==> src/rtl/mem_fill_arbiter.sv <==
// Shares one pipelined main memory between I-cache fills, D-cache fills and D-cache stores.
// Define ARB_ROUND_ROBIN_EN to alternate simultaneous D/I misses instead of fixed D-first priority.
module mem_fill_arbiter #(
    parameter int unsigned BLOCK_WORDS = 8,
    parameter int unsigned WIDX_W      = 3
) (
    input  logic              clk,
    input  logic              rst_n,
    input  logic              i_miss,
    input  logic [15:0]       i_addr,
    input  logic              d_miss,
    input  logic              d_wr,
    input  logic [15:0]       d_addr,
    input  logic [15:0]       d_wdata,
    output logic              mem_enable,
    output logic              mem_wr,
    output logic [15:0]       mem_addr,
    output logic [15:0]       mem_wdata,
    input  logic [15:0]       mem_rdata,
    input  logic              mem_data_valid,
    output logic [15:0]       fill_data,
    output logic [WIDX_W-1:0] fill_word,
    output logic              i_fill_we,
    output logic              d_fill_we,
    output logic              i_fill_done,
    output logic              d_fill_done,
    output logic              d_wr_done,
    output logic              busy
);

    typedef enum logic [2:0] {StIdle, StWrite, StIssue, StDrain, StDone} state_e;
    typedef enum logic [1:0] {OwnNone, OwnI, OwnD, OwnW} owner_e;

    localparam logic [15:0]       OffsMask = 16'(2 * BLOCK_WORDS - 1);
    localparam logic [WIDX_W-1:0] LastWord = WIDX_W'(BLOCK_WORDS - 1);

    state_e            state_q, state_d;
    owner_e            owner_q, owner_d;
    logic [WIDX_W-1:0] issue_cnt_q, issue_cnt_d;
    logic [WIDX_W-1:0] ret_cnt_q, ret_cnt_d;
    logic [15:0]       addr_q, addr_d;
    logic [15:0]       wdata_q, wdata_d;
    logic              grant_d;
    logic              returning;

`ifdef ARB_ROUND_ROBIN_EN
    // Remembers the winner of the last contested D/I miss; resets to I so D wins first.
    logic last_d_q, last_d_d;
    logic tie;
    assign tie     = d_miss && i_miss;
    assign grant_d = d_miss && (!i_miss || !last_d_q);
`else
    assign grant_d = d_miss;
`endif

    assign returning = (state_q == StIssue || state_q == StDrain) && mem_data_valid;

    always_comb begin
        state_d     = state_q;
        owner_d     = owner_q;
        issue_cnt_d = issue_cnt_q;
        ret_cnt_d   = ret_cnt_q;
        addr_d      = addr_q;
        wdata_d     = wdata_q;
`ifdef ARB_ROUND_ROBIN_EN
        last_d_d    = last_d_q;
`endif
        unique case (state_q)
            StIdle: begin
                issue_cnt_d = '0;
                ret_cnt_d   = '0;
                if (d_wr) begin
                    state_d = StWrite;
                    owner_d = OwnW;
                    addr_d  = d_addr;
                    wdata_d = d_wdata;
                end else if (d_miss || i_miss) begin
                    state_d = StIssue;
                    owner_d = grant_d ? OwnD : OwnI;
                    addr_d  = (grant_d ? d_addr : i_addr) & ~OffsMask;
`ifdef ARB_ROUND_ROBIN_EN
                    if (tie) last_d_d = grant_d;
`endif
                end
            end
            StWrite: state_d = StDone;
            StIssue: begin
                issue_cnt_d = issue_cnt_q + WIDX_W'(1);
                if (issue_cnt_q == LastWord) state_d = StDrain;
            end
            StDrain: begin
            end
            StDone: begin
                state_d = StIdle;
                owner_d = OwnNone;
            end
            default: state_d = StIdle;
        endcase
        // The final return ends the fill even if it arrives while still issuing.
        if (returning) begin
            ret_cnt_d = ret_cnt_q + WIDX_W'(1);
            if (ret_cnt_q == LastWord) state_d = StDone;
        end
    end

    always_comb begin
        mem_enable = 1'b0;
        mem_wr     = 1'b0;
        mem_addr   = '0;
        mem_wdata  = '0;
        case (state_q)
            StWrite: begin
                mem_enable = 1'b1;
                mem_wr     = 1'b1;
                mem_addr   = addr_q;
                mem_wdata  = wdata_q;
            end
            StIssue: begin
                mem_enable = 1'b1;
                mem_addr   = addr_q + (16'(issue_cnt_q) << 1);
            end
            default: begin
            end
        endcase
    end

    assign fill_data   = mem_rdata;
    assign fill_word   = ret_cnt_q;
    assign i_fill_we   = returning && (owner_q == OwnI);
    assign d_fill_we   = returning && (owner_q == OwnD);
    assign i_fill_done = (state_q == StDone) && (owner_q == OwnI);
    assign d_fill_done = (state_q == StDone) && (owner_q == OwnD);
    assign d_wr_done   = (state_q == StDone) && (owner_q == OwnW);
    assign busy        = (state_q != StIdle);

    always_ff @(posedge clk or negedge rst_n) begin
        if (!rst_n) begin
            state_q     <= StIdle;
            owner_q     <= OwnNone;
            issue_cnt_q <= '0;
            ret_cnt_q   <= '0;
            addr_q      <= '0;
            wdata_q     <= '0;
        end else begin
            state_q     <= state_d;
            owner_q     <= owner_d;
            issue_cnt_q <= issue_cnt_d;
            ret_cnt_q   <= ret_cnt_d;
            addr_q      <= addr_d;
            wdata_q     <= wdata_d;
        end
    end

`ifdef ARB_ROUND_ROBIN_EN
    always_ff @(posedge clk or negedge rst_n) begin
        if (!rst_n) last_d_q <= 1'b0;
        else        last_d_q <= last_d_d;
    end
`endif

endmodule

==> config.mk <==
export PLATFORM = sky130hd
export DESIGN_NAME = mem_fill_arbiter
export DESIGN_NICKNAME = d
export VERILOG_FILES = /design/src/rtl/mem_fill_arbiter.sv
export SDC_FILE = /design/constraint.sdc
export NUM_CORES = 1
export LEC_CHECK = 0
export BUFFER_PORTS_ARGS = -buffer_cell sky130_fd_sc_hd__buf_2
export CORE_MARGIN = 5
export CORE_UTILIZATION = 50
export CTS_CLUSTER_SIZE = 28
export DETAILED_ROUTE_END_ITERATION = 10
export HOLD_SLACK_MARGIN = 0.03
export PLACE_DENSITY = 0.88
export SYNTH_ARGS = -nofsm -noshare
export SYNTH_HDL_FRONTEND = slang
export SYNTH_SLANG_ARGS = --single-unit
==> constraint.sdc <==
create_clock -name clk -period 3.14 [get_ports clk]
set_input_delay 0.157 -clock clk [delete_from_list [all_inputs] [get_ports clk]]
set_output_delay 0.157 -clock clk [all_outputs]
set_load 0.05 [all_outputs]
# Word level (Yosys, flattened, before mapping)
# Cells that the tools add are included.
totals:
  reg_bits: 43
  input_bits: 70
  elab_cells: 57
classes:
  n_addsub: 3
  n_eq_ne: 10
  n_mux: 20
  reduce_logical: 18
ops:
  columns: ["cell", "n"]
  rows:
  - ["$mux W16", 4]
  - ["$pmux W16 S2", 1]
  - ["$mux W3", 7]
  - ["$add A16 B4 Y16", 1]
  - ["$pmux W3 S4", 1]
  - ["$eq A3 B3 Y1 const B", 3]
  - ["$reduce_bool A2 Y1", 4]
  - ["$add A3 B1 Y3 const B", 2]
  - ["$eq A3 B2 Y1 const B", 2]
  - ["$logic_and A1 B1 Y1", 6]
  - ["$mux W2", 3]
  - ["$pmux W3 S2", 1]
  - ["$reduce_and A2 Y1", 3]
  - ["$eq A2 B2 Y1 const B", 2]
  - ["$pmux W2 S2", 1]
  - ["$eq A3 B1 Y1 const B", 1]
  - ["$logic_not A3 Y1", 1]
  - ["$ne A3 B3 Y1 const B", 1]
  - ["$reduce_bool A3 Y1", 1]
  - ["$eq A2 B1 Y1 const B", 1]
  - ["$logic_or A1 B1 Y1", 2]
  - ["$mux W1", 2]
  - ["$reduce_or A2 Y1", 1]

# Logic depth before layout (Yosys ltp)
# Gate-level depths: netlist (run 1).
depth:
  word_depth: 6
  ltp_mapped: 7

# Least setup slack after synthesis (run 1)
# OpenSTA, ideal clock, no wires.
synth_path:
  kind: "register to output"
  startpoint: "register issue_cnt_q[0]"
  endpoint: "output port mem_addr[11]"
  t_arrival_ps: 2417
  required_time_ps: 2983
  path_slack_ps: 566
  stages_incl_launch_ff: 8
  path_buffers: 0
  cell_sequence: "dfrtp_1 -> ha_1 -> inv_1 -> fa_1 -> nor2b_1 -> o21ai_0 -> o31a_1 -> a31oi_1"
synth_via:
  elab_chain_len: 2
synth_rtl:
  columns: ["element", "line_no", "rtl"]
  rows:
  - ["from (decl)", "39", "logic [WIDX_W-1:0] issue_cnt_q, issue_cnt_d;"]
  - ["from (signal assigned)", "147", "issue_cnt_q <= issue_cnt_d;"]
  - ["$add A16 B4 Y16", "120", "mem_addr = addr_q + (16'(issue_cnt_q) << 1);"]
  - ["$pmux W16 S2", "111", "case (state_q)"]
  - ["to (decl)", "17", "output logic [15:0] mem_addr,"]
# No other way between the ends.

# Worst setup path in the final report (run 1)
# Same ends and word-level chain as after synthesis.

==> results of run 1 <==
## worst max-delay path, stage by stage, from the launching register on
cell,delay [ns]
sky130_fd_sc_hd__dfrtp_1,0.39
sky130_fd_sc_hd__ha_1,0.20
sky130_fd_sc_hd__inv_1,0.06
sky130_fd_sc_hd__fa_1,0.39
sky130_fd_sc_hd__nor2b_1,0.20
sky130_fd_sc_hd__o21ai_0,0.27
sky130_fd_sc_hd__o31a_1,0.36
sky130_fd_sc_hd__a31oi_1,0.14
sky130_fd_sc_hd__buf_2,0.28
## layout by cell type (no fill, tap or decap), drive strengths merged, types with 2 or more instances in the layout
| cell | netlist | routed |
|---|---|---|
| and2 | 19 | 19 |
| nor2 | 14 | 14 |
| clkbuf | 9 | 8 |
| nand2 | 32 | 32 |
| nand4 | 3 | 3 |
| nor3 | 4 | 4 |
| inv | 10 | 10 |
| ha | 7 | 7 |
| a41oi | 2 | 2 |
| o31a | 2 | 2 |
| mux2i | 15 | 15 |
| o21ai | 30 | 30 |
| a31oi | 7 | 7 |
| nand2b | 4 | 4 |
| a22o | 9 | 9 |
| and4 | 2 | 2 |
| nand3 | 7 | 7 |
| mux2 | 16 | 16 |
| buf | 27 | 95 |
| a21oi | 8 | 8 |
| a311oi | 2 | 2 |
| or3b | 2 | 2 |
| nor2b | 2 | 2 |
| a21o | 2 | 2 |
| dfrtp | 43 | 43 |
## worst min-delay path by stage
| stage | endpoint | cells after the start |
|---|---|---|
| after global placement | fill_data[11] | 0 |
| after detailed placement | fill_data[11] | 0 |
| after CTS | fill_word[1]$_DFFE_PN0P_ | 1 |
| after global routing | fill_word[0]$_DFFE_PN0P_ | 1 |
| final | fill_word[0]$_DFFE_PN0P_ | 1 |
| after floorplan | addr_q[0]$_DFFE_PN0P_ | 0 |
## power by group
group	internal [mW]	total (mW)	switching, mW	leakage, nW
logic	0.578	1.82	1.25	0.995
clock network	0.201	0.379	0.179	0.0515
registers	0.810	1.06	0.250	0.523
total	1.59	3.26	1.68	1.57
## routing by layer
| metal | global-route usage, % | vias up | routed length [um] |
|---|---|---|---|
| li1 | - | 1144 | - |
| met1 | 22.9 | 1083 | 2580 |
| met2 | 30.8 | 102 | 3160 |
| met3 | 6.34 | 4 | 617 |
| met4 | 5.79 | 0 | 53 |
| met5 | 0 | - | 0 |
## cell families after synthesis
kind of cell / after synthesis
AND/OR/NAND/NOR: 93
AO/OA/AOI/OAI: 70
buffers and inverters: 46
flip-flops: 43
multiplexers: 31
adder cells (fa/ha/maj): 8
XOR/XNOR: 1
## sequential cells by signal (all words and copies together) (netlist names)
name / flops
owner_q: 2
state_q: 3
wdata_q: 16
fill_word: 3
addr_q: 16
issue_cnt_q: 3
## layout make-up
cell class	count	area, um2	share of cell area [%]
Clock buffer	8	100	3.19
Inverter	10	37.5	1.20
Multi-Input combinational cell	203	1360	43.2
Sequential cell	43	1080	34.3
Tap cell	70	87.6	2.79
Timing Repair Buffer	95	483	15.4
==> results, run 1 <==
- The flow ran to the end, and the final reports show no timing, DRC or antenna violations.
- The worst register-to-register path begins at state_q[1]$_DFF_PN0_.
- The type of element capturing the critical path is a primary output.
- After filler insertion, the fill cell instance count of the layout stands at 451.
- In the routed layout, each cell is associated on average with a via count of ~5.4.
- The clock root buffer is sky130_fd_sc_hd__clkbuf_8.
- The violation count after the first detailed-routing iteration is around 150.
- The number of nets in the finished design is approximately 440.
- In the final timing run, aggregate negative setup slack is 0 ns.
- After Yosys synthesis, and, or, nand and nor cells account for ~17% of the synthesized area.
- Headroom to the max-slew limit came out at a little under two fifths.
- The layout-stage area growth over the synthesis result is 16.7%.
- The instance count of the mapped netlist is between 200 and 300.
- The share of layout cells above drive strength 1 is ~34%.
- The worst setup timing slack at the placement stage is just over 0.7 ns.
- After clock tree synthesis, the clock-pin slew on the worst setup and hold paths is roughly 0.080 ns.
- In the routed design, unresolved DRC markers number 0.
- The cell area reported after detailed placement is slightly above 3000 um2.
- The async set-reset flop share out of synthesis is 100%.
- In this run, synthesis produced a sequential element count of between 40 and 50.
- For this run, the number of standard cells in the final layout without fillers is ~430.
- The synthesized design contains 0 enable-type register cells.
- The number of antenna violations at the first check in global routing is 0.
- The largest driver fanout on the critical path is 6.
- The start-to-end type of the worst setup path is register to primary output.
- The number of buffers added to fix hold violations after cts is 0.
- The number of buffers on the longest clock path is 2.
- Buffers added to address setup during post-CTS repair amount to 0.
- The average wire length per cell after detail routing is between 10 and 15 um.
- The number of slew-limit violations in the final report is 0.
- The endpoint arrival time on the critical path is about 2.6 ns.
- The first global-routing pass estimated between 10,000 and 15,000 um of wire.
- In this run the number of H-tree levels came out at 2.
- Across all setup checks in the final design, the least slack found is between 0.3 and 0.4 ns.
- Counting every net in the synthesized netlist gives between 300 and 400.
- The number of instances resized during post-cts repair is 0.
- The highest clock frequency the design can meet is approximately 0.36 GHz.
- The reported max-cap violation count is 0.
- After global routing the overflow that remains totals 0.
- The end of the worst register-to-register path is wdata_q[1]$_DFFE_PN0P_.
- The register-to-register setup slack is around 1.1 ns.
- The via count of the first global-routing pass is 2,320.
- In this run the static leakage power is 1.57 nW.
- The repair_antennas step left the layout with diodes totalling 0.
- The capturing element of the worst setup path is mem_addr[11].
- Entering global routing, the biggest net connects 44 pins.
- The vertical die dimension is 83.4 um.
- The final period demand of the worst path is 2.74 ns.
- The worst register-to-register path has a depth of 5.
- The final worst clock skew is 0.00349 ns.
- The worst setup path is launched from a register.
- The die is approximately 83 um wide.
- For the pin with the worst max-slew slack, the measured transition is about 0.94 ns.
- The full die area is ~7000 um2.
- In this run the core area contains 26 standard-cell rows.
- The finished layout cell area is between 3000 and 4000 um2.
- The fraction of the yosys area taken by sequential cells is around two fifths.
- The path class of the tightest hold or removal check is primary input to asynchronous set/reset pin.
- Setup repair after global routing left no endpoint under its margin.
- For the worst-skew pair, the clock arrives at the later sink with an insertion delay of 0.28 ns.
- The combinational family with the most area after synthesis is simple AND/OR/NAND/NOR gates.
- The final period utilization is between 80% and 90%.
- For this run, the detailed router's first-pass iteration total came to 5.
- Yosys attributes the largest share of cell area to sky130_fd_sc_hd__dfrtp_1, sky130_fd_sc_hd__mux2_2, sky130_fd_sc_hd__mux2i_1.
- The CTS tree is built.
- Hold timing on the final database bottoms out at a slack of 0.00832 ns.
- Global routing used between 10% and 20% of the available tracks across all layers.
- The total count of hold-check failures in the final report is 0.
- By count the netlist is led by sky130_fd_sc_hd__dfrtp_1, sky130_fd_sc_hd__nand2_1, sky130_fd_sc_hd__o21ai_0.
- During synthesis, Yosys emitted a total of 0 warnings.
- The mean area per synthesized cell is between 9 and 10 um2.
- The starting density of the core is 52.0%.
- The origin of the worst setup path is issue_cnt_q[0]$_DFFE_PN0P_.
- The final layout contains routed wiring with a total length of 6410 um.
- The I/O pin count is 129.
- In the synthesized netlist the dominant register cell turns out to be sky130_fd_sc_hd__dfrtp_1.
- The number of I/O port buffers is 92.
- Clock tree synthesis found a total of 43 sinks.
- Summing internal, switching and leakage power gives 3.26 mW.
- The number of distinct library cells after synthesis is between 40 and 50.
- IR analysis of the VDD net gives a maximum drop of around 0.64 mV.
- Summing over every cut layer, the via total after detailed routing is 2,333.
- The share of the synthesized area in the top cell type is around two fifths.
- The count of nets left with antenna violations once routing finished came out at 0.
- The clock buffer count from CTS is 5.
- The adder and majority cell fraction of the synthesized area is 4.00%.
- The fraction of the mapped netlist area in compound gates is approximately 17%.
- The half-perimeter wire length after detailed placement is between 4000 and 5000 um.
- Routability-driven placement finished with a final weighted congestion of approximately 0.86.
- The critical path required time is 2.98 ns.
- The cell taking the most area after synthesis is sky130_fd_sc_hd__dfrtp_1.
- Cells fill 60.7% of the core in the end.
- The total standard cell area after synthesis is around 2700 um2.
- The cell with the most instances after synthesis is sky130_fd_sc_hd__dfrtp_1.
- Setup violations remaining at the end of the flow were counted as 0.
- Dividing total power by cell area gives a power density of roughly 1000 nW/um2.
- The share of the synthesized netlist area taken by xor and xnor gates is less than 1%.
- After detailed placement, the design holds a cell count of 421.
- Of the post-synthesis cell area, the part taken by muxes is between 10% and 20%.
- The area inside the core boundary is between 5000 and 6000 um2.
No activity file was read; power rests on OpenSTA's default activity.
==> run 2: changes to the inputs <==
==> config.mk (replaced) <==
export PLATFORM = sky130hd
export DESIGN_NAME = mem_fill_arbiter
export DESIGN_NICKNAME = d
export VERILOG_FILES = /design/src/rtl/mem_fill_arbiter.sv
export SDC_FILE = /design/constraint.sdc
export NUM_CORES = 1
export LEC_CHECK = 0
export BUFFER_PORTS_ARGS = -buffer_cell sky130_fd_sc_hd__buf_4
export CORE_MARGIN = 5
export CORE_UTILIZATION = 40
export CTS_CLUSTER_SIZE = 28
export DETAILED_ROUTE_END_ITERATION = 10
export HOLD_SLACK_MARGIN = 0.03
export PLACE_DENSITY_LB_ADDON = 0.3
export SYNTH_ARGS = -nofsm -noshare
export SYNTH_HDL_FRONTEND = slang
export SYNTH_SLANG_ARGS = --single-unit
==> run 2 against run 1 <==
Against the previous run:
- sequential share of layout area shrank 2.5 points
- fmax grew 2.6%
- flip-flop and latch count is the same
- via count grew 1.2%
- critical path type unchanged
- clock skew grew 0.0070 ns
- power grew 3.3%
- worst hold slack gained 0.064 ns
- register-to-register slack gained 0.07 ns
- clock power is essentially flat
- count of clock-buffer cells in the layout shrank 2
==> results, run 2 (synthesis results as in run 1) <==
- The number of remaining DRC errors is 0 (unchanged).
- The overall die width was 92.0 um (was 83.4 um).
- The worst slack on hold paths was 0.0723 ns (was 0.00832 ns).
- The vertical die dimension is 92.0 um (was 83.4 um).
- The worst voltage drop across the vdd grid is 0.346 mV (was 0.639 mV).
- The clock buffer count from CTS is 5 (unchanged).
- The element type at the critical path start is a register (unchanged).
- The share of total power in the clock network is 11.2% (was 11.6%).
- The total count of hold-check failures in the final report is 0 (unchanged).
- The fraction of the core area covered by cells at the end of the flow was 52.4% (was 60.7%).
- The type of element capturing the critical path is a primary output (unchanged).
- The number of placement rows is 29 (was 26).
- The number of clock sinks came to 43 (unchanged).
- The via count of the first global-routing pass is 2,383 (was 2,320).
- The number of antenna violations at the first check in global routing was 0 (unchanged).
- The first-pass iteration count of the detailed router came to 4 (was 5).
- The number of nets in the finished design is 436 (unchanged).
- The final worst setup slack is 0.466 ns (was 0.395 ns).
- The accumulated negative setup slack is 0 ns (unchanged).
- The static leakage is 1.62 nW (was 1.57 nW).
- Commonest non-fill, non-tap cells in the layout: sky130_fd_sc_hd__buf_4, sky130_fd_sc_hd__dfrtp_1, sky130_fd_sc_hd__nand2_1 (was sky130_fd_sc_hd__buf_2, sky130_fd_sc_hd__dfrtp_1, sky130_fd_sc_hd__nand2_1).
- The count of placed standard cells in the final layout, fillers left out is 436 (was 429).
- The share of total power in combinational logic was 57.0% (was 55.9%).
- The I/O pin count came to 129 (unchanged).
- The reported max-cap violation count was 0 (unchanged).
- The number of instances resized during post-cts repair is 0 (unchanged).
- The share of layout cells above drive strength 1 came to 34.0% (was 33.7%).
- The layout-stage area growth over the synthesis result was 25.8% (was 16.7%).
- The number of I/O port buffers came to 92 (unchanged).
- The starting density of the core is 41.7% (was 52.0%).
- The number of routed nets with antenna violations is 0 (unchanged).
- The pin slew with the least headroom to its limit is 0.780 ns (was 0.945 ns).
- The finished layout cell area is 3380 um2 (was 3140 um2).
- The switching power share of the total is 50.2% (was 51.3%).
- The average wire length per cell after detail routing came to 15.6 um (was 14.9 um).
- The sequential group share of total power is 31.9% (was 32.5%).
- The wire length of the first global-routing pass came to 11,500 um (was 10,800 um).
- The half-perimeter wire length after detailed placement is 5050 um (was 4820 um).
- The number of setup violations in the final report is 0 (unchanged).
- The all-layer global routing usage is 16.5% (was 18.6%).
- The cell area reported after detailed placement is 3270 um2 (was 3040 um2).
- Largest registers: addr_q (16), wdata_q (16) (unchanged).
- The headroom to the max-slew limit came to 48.0% (was 37.0%).
- The highest clock frequency the design can meet is 0.374 GHz (was 0.364 GHz).
- The violation count after the first detailed-routing iteration is 121 (was 148).
- The register-to-register setup slack is 1.15 ns (was 1.08 ns).
- Run status: finished clean (unchanged).
- The largest net degree at the start of global routing came to 44 (unchanged).
- The full die area was 8460 um2 (was 6950 um2).
- The largest driver fanout on the critical path is 6 (unchanged).
- The endpoint arrival time on the critical path was 2.52 ns (was 2.59 ns).
- The number of placed instances with taps included is 427 (was 421).
- The global placement routability congestion is 0.793 (was 0.858).
- The start-to-end type of the worst setup path was register to primary output (unchanged).
- The class of the tightest hold or removal check is primary input to register (was primary input to asynchronous set/reset pin).
- The area inside the core boundary is 6460 um2 (was 5170 um2).
- The CTS tree is built (unchanged).
- The total congestion overflow is 0 (unchanged).
- The number of vias after detailed routing is 2,360 (was 2,333).
- The clock transition time at the flip-flop clock pins of the worst setup and hold paths is 0.09 ns (was 0.08 ns).
- The ratio of routed vias to standard cells is 5.41 (was 5.44).
- The critical path required time is 2.98 ns (about the same).
- The most common cell after layout, fill and taps aside is sky130_fd_sc_hd__buf_4 (was sky130_fd_sc_hd__buf_2).
- The net switching power is 1.69 mW (was 1.68 mW).
- The final period utilization is 85.2% (was 87.4%).
- The clock latency on the worst-skew pair is 0.30 ns (was 0.28 ns).
- The number of buffers on the longest clock path is 2 (unchanged).
- The power density over cell area is 997 nW/um2 (was 1040 nW/um2).
- The final worst clock skew is 0.0105 ns (was 0.00349 ns).
- The total power of the final layout is 3.37 mW (was 3.26 mW).
- The number of slew-limit violations in the final report is 0 (unchanged).
- The wire length after detailed routing is 6810 um (was 6410 um).
- The internal power contribution is 1.68 mW (was 1.59 mW).
- Unrepaired setup endpoints after global routing: false (unchanged).
- The clock root buffer is sky130_fd_sc_hd__clkbuf_8 (unchanged).
- The worst setup timing slack at the placement stage is 0.810 ns (was 0.721 ns).
- The final period demand of the worst path is 2.67 ns (was 2.74 ns).
- The antenna cell count is 0 (unchanged).
- The H-tree depth reported by CTS was 2 (unchanged).
## run 2: changes by cell type in the layout (fill, tap and decap cells not counted), sizes merged
cell	delta
clkinv	+1
clkinvlp	+1
buf	-1
clkbuf	-2
dlygate4sd3	+1
## run 2: critical path, stage by stage (launching register included)
cell and delay, ns:
sky130_fd_sc_hd__dfrtp_1 0.39, sky130_fd_sc_hd__ha_1 0.18, sky130_fd_sc_hd__inv_1 0.05, sky130_fd_sc_hd__fa_1 0.39
sky130_fd_sc_hd__nor2b_1 0.23, sky130_fd_sc_hd__o21ai_0 0.27, sky130_fd_sc_hd__o31a_1 0.36, sky130_fd_sc_hd__a31oi_1 0.13
sky130_fd_sc_hd__buf_4 0.22
## run 2: per-layer routing
metal | GRT usage (%) | up-vias | wire, um
li1 | - | 1145 | -
met1 | 20.5 | 1119 | 2780
met2 | 26.5 | 89 | 3250
met3 | 6.63 | 7 | 706
met4 | 4.95 | 0 | 72
met5 | 0 | - | 0
## run 2: power groups by stage
stage	registers [mW]	clock network (mW)	logic [mW]
floorplan	1.01	0	1.53
global placement	1.07	0	1.89
detailed placement	1.08	0	1.93
CTS	1.07	0.394	1.94
global route	1.13	0.418	2.09
finish	1.07	0.377	1.92
## run 2: final timing paths
path,cells after the start,end,start
worst max-delay path,8,mem_addr[11],addr_q[1]$_DFFE_PN0P_
worst min-delay path,2,addr_q[0]$_DFFE_PN0P_,d_addr[0]
min in group asynchronous,2,wdata_q[2]$_DFFE_PN0P_,rst_n
worst min register to register,1,addr_q[0]$_DFFE_PN0P_,addr_q[0]$_DFFE_PN0P_
max in group asynchronous,2,addr_q[2]$_DFFE_PN0P_,rst_n
worst max register to register,4,addr_q[8]$_DFFE_PN0P_,state_q[1]$_DFF_PN0_
## run 2: repair_timing
| action | 4_1_cts | 5_1_grt |
|---|---|---|
| setup buffers | 0 | 0 |
| endpoints found under the hold margin | 43 | 0 |
| hold buffers | 1 | 0 |
## run 2: layout make-up
class | instances | area [um2]
Tap cell | 77 | 96.3
Sequential cell | 43 | 1080
Fill cell | 626 | 3080
Multi-Input combinational cell | 203 | 1360
Inverter | 10 | 37.5
Clock buffer | 6 | 82.6
Clock inverter | 2 | 16.3
Timing Repair Buffer | 95 | 716
==> run 3: changes to the inputs <==
==> constraint.sdc (replaced) <==
create_clock -name clk -period 2.4 [get_ports clk]
set_input_delay 0.12 -clock clk [delete_from_list [all_inputs] [get_ports clk]]
set_output_delay 0.12 -clock clk [all_outputs]
set_load 0.05 [all_outputs]
==> run 3 against run 2 <==
Against the previous run:
- global-route usage shrank 0.57 points
- cell count grew 1.8%
- power rose by 34%
==> results, run 3 (synthesis results as in run 1) <==
- Run status: finished clean (unchanged).
- The via count of the first global-routing pass came to 2,332 (was 2,383).
- The type of element capturing the critical path is a primary output (unchanged).
- The overall die width is 92.0 um (unchanged).
- The number of remaining DRC errors was 0 (unchanged).
- The first-pass iteration count of the detailed router is 4 (unchanged).
- The class of the tightest hold or removal check is primary input to register (unchanged).
- The starting density of the core is 41.7% (unchanged).
- The I/O pin count is 129 (unchanged).
- The sequential group share of total power is 30.2% (was 31.9%).
- The total congestion overflow was 0 (unchanged).
- The final period utilization is 95.4%.
- The element type at the critical path start is a register (unchanged).
- The wire length after detailed routing came to 6800 um (was 6810 um).
- The endpoint arrival time on the critical path came to 2.17 ns (was 2.52 ns).
- The clock buffer count from CTS came to 5 (unchanged).
- The ratio of routed vias to standard cells is 5.31 (was 5.41).
- The worst voltage drop across the vdd grid was 0.496 mV (was 0.346 mV).
- The switching power share of the total is 49.7% (was 50.2%).
- The half-perimeter wire length after detailed placement is 5060 um (was 5050 um).
- The share of total power in the clock network is 10.1% (was 11.2%).
- The worst slack on hold paths is 0.0495 ns (was 0.0723 ns).
- The share of layout cells above drive strength 1 is 37.3% (was 34.0%).
- The power density over cell area came to 1300 nW/um2 (was 997 nW/um2).
- The average wire length per cell after detail routing is 15.3 um (was 15.6 um).
- The number of setup violations in the final report is 0 (unchanged).
- The reported max-cap violation count was 0 (unchanged).
- The count of placed standard cells in the final layout, fillers left out is 444 (was 436).
- The highest clock frequency the design can meet is approximately 0.44 GHz.
- The clock latency on the worst-skew pair is 0.29 ns (was 0.30 ns).
- The number of placement rows came to 29 (unchanged).
- The number of clock sinks is 43 (unchanged).
- Largest registers: addr_q (16), wdata_q (16) (unchanged).
- The pin slew with the least headroom to its limit is 0.787 ns (was 0.780 ns).
- The number of buffers on the longest clock path is 2 (unchanged).
- The number of antenna violations at the first check in global routing is 0 (unchanged).
- The final worst clock skew is 0.00777 ns (was 0.0105 ns).
- The vertical die dimension is 92.0 um (unchanged).
- The number of nets in the finished design is 444 (was 436).
- The net switching power is 2.25 mW (was 1.69 mW).
- The largest driver fanout on the critical path is 6 (unchanged).
- The largest net degree at the start of global routing is 44 (unchanged).
- The H-tree depth reported by CTS is 2 (unchanged).
- The number of placed instances with taps included is 433 (was 427).
- The wire length of the first global-routing pass was 11,100 um (was 11,500 um).
- The number of slew-limit violations in the final report was 0 (unchanged).
- The start-to-end type of the worst setup path is register to primary output (unchanged).
- The number of vias after detailed routing is 2,356 (was 2,360).
- The antenna cell count is 0 (unchanged).
- The total power of the final layout is 4.54 mW (was 3.37 mW).
- The total count of hold-check failures in the final report is 0 (unchanged).
- The number of routed nets with antenna violations is 0 (unchanged).
- The CTS tree is built (unchanged).
- The violation count after the first detailed-routing iteration is 163 (was 121).
- The layout-stage area growth over the synthesis result is 29.7% (was 25.8%).
- The global placement routability congestion came to 0.795 (was 0.793).
- The critical path required time is 2.28 ns (was 2.98 ns).
- The final period demand of the worst path is between 2 and 2.5 ns.
- The most common cell after layout, fill and taps aside is sky130_fd_sc_hd__buf_4 (unchanged).
- Commonest non-fill, non-tap cells in the layout: sky130_fd_sc_hd__buf_4, sky130_fd_sc_hd__dfrtp_1, sky130_fd_sc_hd__nand2_1 (unchanged).
- The all-layer global routing usage is 15.9% (was 16.5%).
- The full die area came to 8460 um2 (unchanged).
- The share of total power in combinational logic came to 59.7% (was 57.0%).
- The internal power contribution is 2.28 mW (was 1.68 mW).
- The accumulated negative setup slack is 0 ns (unchanged).
- The clock root buffer is sky130_fd_sc_hd__clkbuf_8 (unchanged).
- The static leakage is 1.66 nW (was 1.62 nW).
- The number of I/O port buffers is 92 (unchanged).
- The area inside the core boundary came to 6460 um2 (unchanged).
- The headroom to the max-slew limit came to 47.5% (was 48.0%).
- Unrepaired setup endpoints after global routing: false (unchanged).
- The clock transition time at the flip-flop clock pins of the worst setup and hold paths came to 0.09 ns (about the same).
[run 3: cell types whose count changed in the layout (fill, tap and decap cells not counted), sizes merged]
cell,before,now
clkbuf,6,5
buf,94,102
clkinvlp,1,2
[run 3: metal layers]
metal | global-route usage [%] | vias to the layer above | wire length (um)
met4 | 2.97 | 0 | 48
met1 | 21.1 | 1124 | 2870
met2 | 25.0 | 63 | 3270
met5 | 0 | - | 0
li1 | - | 1164 | -
met3 | 6.30 | 5 | 604
[run 3: power groups by stage]
stage / Combinational, mW / Sequential (mW) / Clock [mW]
after floorplan: 2.02 / 1.32 / 0
after global placement: 2.60 / 1.36 / 0
after detailed placement: 2.64 / 1.37 / 0
after CTS: 2.68 / 1.36 / 0.475
after global routing: 2.93 / 1.42 / 0.499
final: 2.71 / 1.37 / 0.459
[run 3: worst paths after layout]
path / start / to / cells after the start / slack (ns)
hold reg to reg: addr_q[0]$_DFFE_PN0P_ / addr_q[0]$_DFFE_PN0P_ / 1 / 0.50
max in group asynchronous: rst_n / addr_q[2]$_DFFE_PN0P_ / 2 / 1.65
setup reg to reg: state_q[1]$_DFF_PN0_ / addr_q[14]$_DFFE_PN0P_ / 5 / 0.46
setup / recovery: issue_cnt_q[0]$_DFFE_PN0P_ / mem_addr[11] / 8 / 0.11
hold / removal: d_addr[0] / addr_q[0]$_DFFE_PN0P_ / 2 / 0.05
min in group asynchronous: rst_n / fill_word[1]$_DFFE_PN0P_ / 2 / 0.35
[run 3: layout make-up]
class                           count  area [um2]
Fill cell                         621        2970
Inverter                           10        37.5
Multi-Input combinational cell    203        1410
Clock inverter                      3        20.0
Clock buffer                        5        68.8
Tap cell                           77        96.3
Timing Repair Buffer              103         779
Sequential cell                    43        1080
[run 3: worst max-delay path: stages, from the launching register on]
cell and delay (ns):
sky130_fd_sc_hd__dfrtp_1 0.37, sky130_fd_sc_hd__ha_1 0.18, sky130_fd_sc_hd__inv_1 0.06, sky130_fd_sc_hd__fa_2 0.37
sky130_fd_sc_hd__nor2b_4 0.18, sky130_fd_sc_hd__o21ai_4 0.09, sky130_fd_sc_hd__o31a_1 0.31, sky130_fd_sc_hd__a31oi_2 0.16
sky130_fd_sc_hd__buf_6 0.18
[run 3: repair_timing]
item,4_1_cts,5_1_grt
endpoints found under the setup margin,5,8
hold buffers,1,0
resized for setup,4,7
endpoints found under the hold margin,43,0
buffers inserted,2,0
[run 3: through the flow]
step	setup slack, ns	util, %	area (um2)
final	0.109	54.0	3490
after global routing	0.00992	54.0	3490
after CTS	0.0329	53.5	3450
after detailed placement	0.0848	51.6	3330
after floorplan	0.0396	-	2700
after global placement	0.134	51.6	3330
